## config.mk

```make
export PLATFORM = sky130hd
export DESIGN_NAME = ep_writeback
export DESIGN_NICKNAME = d
export VERILOG_FILES = /design/src/rtl/ep_writeback.sv
export SDC_FILE = /design/constraint.sdc
export NUM_CORES = 2
export LEC_CHECK = 0
export CAP_MARGIN = 20
export CELL_PAD_IN_SITES_DETAIL_PLACEMENT = 1
export CELL_PAD_IN_SITES_GLOBAL_PLACEMENT = 2
export CORE_MARGIN = 2
export CORE_UTILIZATION = 41
export DETAILED_ROUTE_END_ITERATION = 8
export GPL_ROUTABILITY_DRIVEN = 0
export PLACE_DENSITY = 0.84
export SLEW_MARGIN = 20
export SYNTH_ARGS = -nofsm -noshare
export SYNTH_HDL_FRONTEND = slang
export SYNTH_SLANG_ARGS = --single-unit
```

## constraint.sdc

```tcl
create_clock -name clock -period 13.2 [get_ports clock]
set_input_delay 3.3 -clock clock [delete_from_list [all_inputs] [get_ports clock]]
set_output_delay 3.3 -clock clock [all_outputs]
set_load 0.05 [all_outputs]
```

## src/rtl/ep_writeback.sv

```systemverilog
// ep_writeback: even-pipe result writeback slot pipeline; s[STAGES] drives the register-file write port.
// Define EP_WRITEBACK_FORWARD_EN to build the forwarding lookup; otherwise fw_hit/fw_value are tied to 0.
module ep_writeback #(
    parameter int STAGES = 7
) (
    input  logic         clock,
    input  logic         reset,
    input  logic         result_valid,
    input  logic [0:127] result_value,
    input  logic [0:6]   result_rt_address,
    input  logic [0:3]   result_latency,
    input  logic         flush,
    input  logic [0:6]   fw_address,
    output logic         wrt_en_ep,
    output logic [0:6]   rt_address_ep,
    output logic [0:127] rt_value_ep,
    output logic         fw_hit,
    output logic [0:127] fw_value,
    output logic         err_pulse
);

    logic         r_valid [1:STAGES];
    logic [0:6]   r_addr  [1:STAGES];
    logic [0:127] r_value [1:STAGES];
    logic         r_err;

    logic         w_nValid [1:STAGES];
    logic [0:6]   w_nAddr  [1:STAGES];
    logic [0:127] w_nValue [1:STAGES];
    int           w_lat;
    logic         w_latOk;
    logic         w_collide;
    logic         w_accept;
    logic         w_reject;

    // The entry that would shift into the target slot is s[STAGES-L]; L=STAGES has no such slot.
    always_comb begin
        w_lat     = {28'd0, result_latency};
        w_latOk   = (w_lat >= 1) && (w_lat <= STAGES);
        w_collide = 1'b0;
        for (int k = 1; k < STAGES; k++) begin
            if (k == STAGES - w_lat) begin
                w_collide = r_valid[k];
            end
        end
        w_accept = result_valid && !flush && w_latOk && !w_collide;
        w_reject = result_valid && !flush && (!w_latOk || w_collide);
    end

    always_comb begin
        w_nValid[1] = 1'b0;
        w_nAddr[1]  = '0;
        w_nValue[1] = '0;
        for (int k = 2; k <= STAGES; k++) begin
            w_nValid[k] = r_valid[k-1];
            w_nAddr[k]  = r_addr[k-1];
            w_nValue[k] = r_value[k-1];
        end
        for (int k = 1; k <= STAGES; k++) begin
            if (w_accept && (k == STAGES - w_lat + 1)) begin
                w_nValid[k] = 1'b1;
                w_nAddr[k]  = result_rt_address;
                w_nValue[k] = result_value;
            end
        end
        if (flush) begin
            for (int k = 1; k <= STAGES; k++) begin
                w_nValid[k] = 1'b0;
            end
        end
    end

    // The last slot only loads data with a valid entry so the write port holds its last value.
    always_ff @(posedge clock) begin
        if (reset) begin
            for (int k = 1; k <= STAGES; k++) begin
                r_valid[k] <= 1'b0;
                r_addr[k]  <= '0;
                r_value[k] <= '0;
            end
            r_err <= 1'b0;
        end else begin
            for (int k = 1; k < STAGES; k++) begin
                r_valid[k] <= w_nValid[k];
                r_addr[k]  <= w_nAddr[k];
                r_value[k] <= w_nValue[k];
            end
            r_valid[STAGES] <= w_nValid[STAGES];
            if (w_nValid[STAGES]) begin
                r_addr[STAGES]  <= w_nAddr[STAGES];
                r_value[STAGES] <= w_nValue[STAGES];
            end
            r_err <= w_reject;
        end
    end

    assign wrt_en_ep     = r_valid[STAGES];
    assign rt_address_ep = r_addr[STAGES];
    assign rt_value_ep   = r_value[STAGES];
    assign err_pulse     = r_err;

`ifdef EP_WRITEBACK_FORWARD_EN
    // Later slots hold the older-issued but sooner-written result; the highest index wins.
    always_comb begin
        fw_hit   = 1'b0;
        fw_value = '0;
        for (int k = 1; k <= STAGES; k++) begin
            if (r_valid[k] && (r_addr[k] == fw_address)) begin
                fw_hit   = 1'b1;
                fw_value = r_value[k];
            end
        end
    end
`else
    logic [0:6] w_unusedFwAddress;
    assign w_unusedFwAddress = fw_address;
    assign fw_hit            = 1'b0;
    assign fw_value          = '0;
`endif

endmodule

```

==> impl_metrics.yaml <==
sta:
  fin_ws_ns: 6.72
  final-max-slew-violation-count: 0
  slew-limit-headroom_pct: 30.8
  max_freq_mhz: 154
  rsz0062_at_grt: "no"
  period_minus_slack_ns: 6.48
  final.period_utilization_pct: 49.1
  tns_ns: 0
  hold_violations: 0
  fin_skew_ns: 0.0113
  setup-violations-final: 0
  worst_pin_slew_ns: 1.04
logic_synthesis:
  synth_top_family_by_area: "multiplexers"
  avgSynthCellArea_um2: 11.6
  synth_top_area_share_pct: 43.8
  syn_inst: 3225
  yosysTopAreaCell: "dfxtp_1"
  synth_common_cells: "818 x dfxtp_1, 814 x nand2b_1, 676 x mux2i_1, 266 x buf_4, 149 x clkbuf_1"
  ys_async_sr_fraction_pct: 0
  ys_seq_elements: 953
  post-synth-top-count-cell: "dfxtp_1"
  synth_mux_area_share_pct: 18.1
  synthAdderAreaFrac_pct: 0
  mappedNetlistArea_mm2: 0.0374
  synth-main-ff-cell: "dfxtp_1"
  synthSimpleGateAreaFrac_pct: 16.3
  synth.yosys.seq_area_share_pct: 54.6
  synth-compound-area-share_pct: 3.36
  ys_types: 30
  synth_xor_area_share_pct: 0
  yosys_warnings: 0
  yosys-top-cells-area: "dfxtp_1 44%, mux2i_1 18%, nand2b_1 14%"
  synth-edff-count: 135
drt:
  routed_wl_um: 89500
  viasPerCell: 4.86
  num_vias: 22115
  ant_nets: 0
  drtIter0Drc: 999
  first_pass_iters: 4
  drcViolationCount: 0
  avgRoutedWirePerCell_um: 19.7
min_path:
  min_path_type: "reg -> reg"
finish:
  syn_to_final_growth_pct: 15.2
  nets: 3438
  drive_gt1_share_pct: 5.90
  fill_cells: 9355
  finalCoreUtilization_pct: 47.7
  final_cell_area_mm2: 0.0431
clocking:
  clockRootBuffer: "clkbuf_16"
  htreeDepth: 3
  cts.sinks: 953
  path_clk_slew_ns: 0.06
  cts_tree: "done"
  cts.repair.resized: 0
  cts_setup_buffers: 0
  cts_hold_buf: 0
  clk_path_buf_depth: 3
  cts_buffers: 100
  clk_latency_ns: 0.65
placed_design:
  dpl_cell_area_mm2: 0.0396
  dp_slack_ns: 6.09
  port_buffers: 279
  hpwl_um: 49200
critical_path:
  crit_type: "in -> reg"
  critPathRequiredTime_ns: 13.77
  cp_max_fo: 41
  end_kind: "flip-flop"
  crit_path_start_kind: "input port"
  crit_arrival_ns: 7.05
outcome:
  status: "complete, no violations"
global_route:
  grt_usage_pct: 18.9
  grt_start_max_net_pins: 355
  grt_pass1_wl_um: 140000
  grt_pass1_vias: 24332
  grt_overflow: 0
  antenna_found_initial: 11
power_and_ir_drop:
  irDropWorstVdd_mv: 0.153
  leakage_uw: 0.0190
  p_per_area_mw_per_mm2: 146
floorplanning:
  die-width_um: 306
  core_mm2: 0.0903
  start_util_pct: 41.4
  die_area_mm2: 0.0937
  die_h_um: 306
  io_pins: 416
  num_rows: 110
flow_run:
  cap_violations: 0
==> flip-flops by register name (all words and copies together) (netlist names) <==
register,flops
r_value,896
r_valid,7
r_addr,49
err_pulse,1
==> per-stage QoR <==
| stage | total power, uW | cells | hold WS (ns) |
|---|---|---|---|
| 6_report | 6270 | 4549 | 0.448 |
| 3_5_place_dp | 3430 | 4361 | 0.447 |
| 4_1_cts | 6350 | 4546 | 0.453 |
| 3_3_place_gp | 3420 | 4361 | 0.437 |
| 2_1_floorplan | 3350 | 3353 | 0.433 |
| 5_1_grt | 6490 | 4548 | 0.469 |
==> cell usage in the layout (no fill, tap or decap), drive strengths merged, types with 29 or more instances in the layout <==
cell             n
a22o           135
and2           136
buf             29
clkbuf         147
clkdlybuf4s50  278
conb           129
dfxtp          818
edfxtp         135
mux2i          676
nand2b         814
==> worst paths after layout <==
check / start / end / slack (ns) / cells after the start
max reg2reg: r_valid[0][1]$_SDFF_PP0_ / r_value[0][309]$_SDFF_PP0_ / 9.93 / 4
min reg2reg: r_value[0][735]$_SDFF_PP0_ / r_value[0][863]$_SDFF_PP0_ / 0.45 / 2
max: flush / r_value[0][309]$_SDFF_PP0_ / 6.72 / 6
min: r_value[0][735]$_SDFF_PP0_ / r_value[0][863]$_SDFF_PP0_ / 0.45 / 2
==> cell type report <==
type / count / area [um2] / area share [%]
repair buffers: 307 / 3080 / 7.15
clock inverters: 38 / 437 / 1.01
well taps: 1176 / 1470 / 3.42
clock buffers: 147 / 3000 / 6.95
inverters: 5 / 18.8 / 0.0436
flip-flops and latches: 953 / 20400 / 47.4
multi-input cells: 1921 / 14600 / 34.0
diodes: 2 / 5.00 / 0.0116
==> where the power goes <==
part           switching (uW)  internal [uW]  total [uW]
logic                     261            127         388
registers                10.9           2970        2980
clock network            1170           1730        2900
total                    1440           4830        6270
==> metal layers <==
layer,global-route usage [%],part of all wire (%)
met3,3.50,4.1
met5,0,0.12
met4,5.16,1.7
met2,32.5,49
met1,24.2,45
==> worst max-delay path, stage by stage <==
cell             delay [ns]
clkdlybuf4s50_1        0.58
nand4bb_1              0.32
or3_4                  0.86
buf_4                  0.86
buf_4                  0.76
mux2i_1                0.27
==> kinds of logic after synthesis <==
kind of cell,Yosys count
buffers and inverters,479
multiplexers,676
AND/OR/NAND/NOR,971
AO/OA/AOI/OAI,145
flip-flops,953
other,1
(Power assumes the default switching activity.)
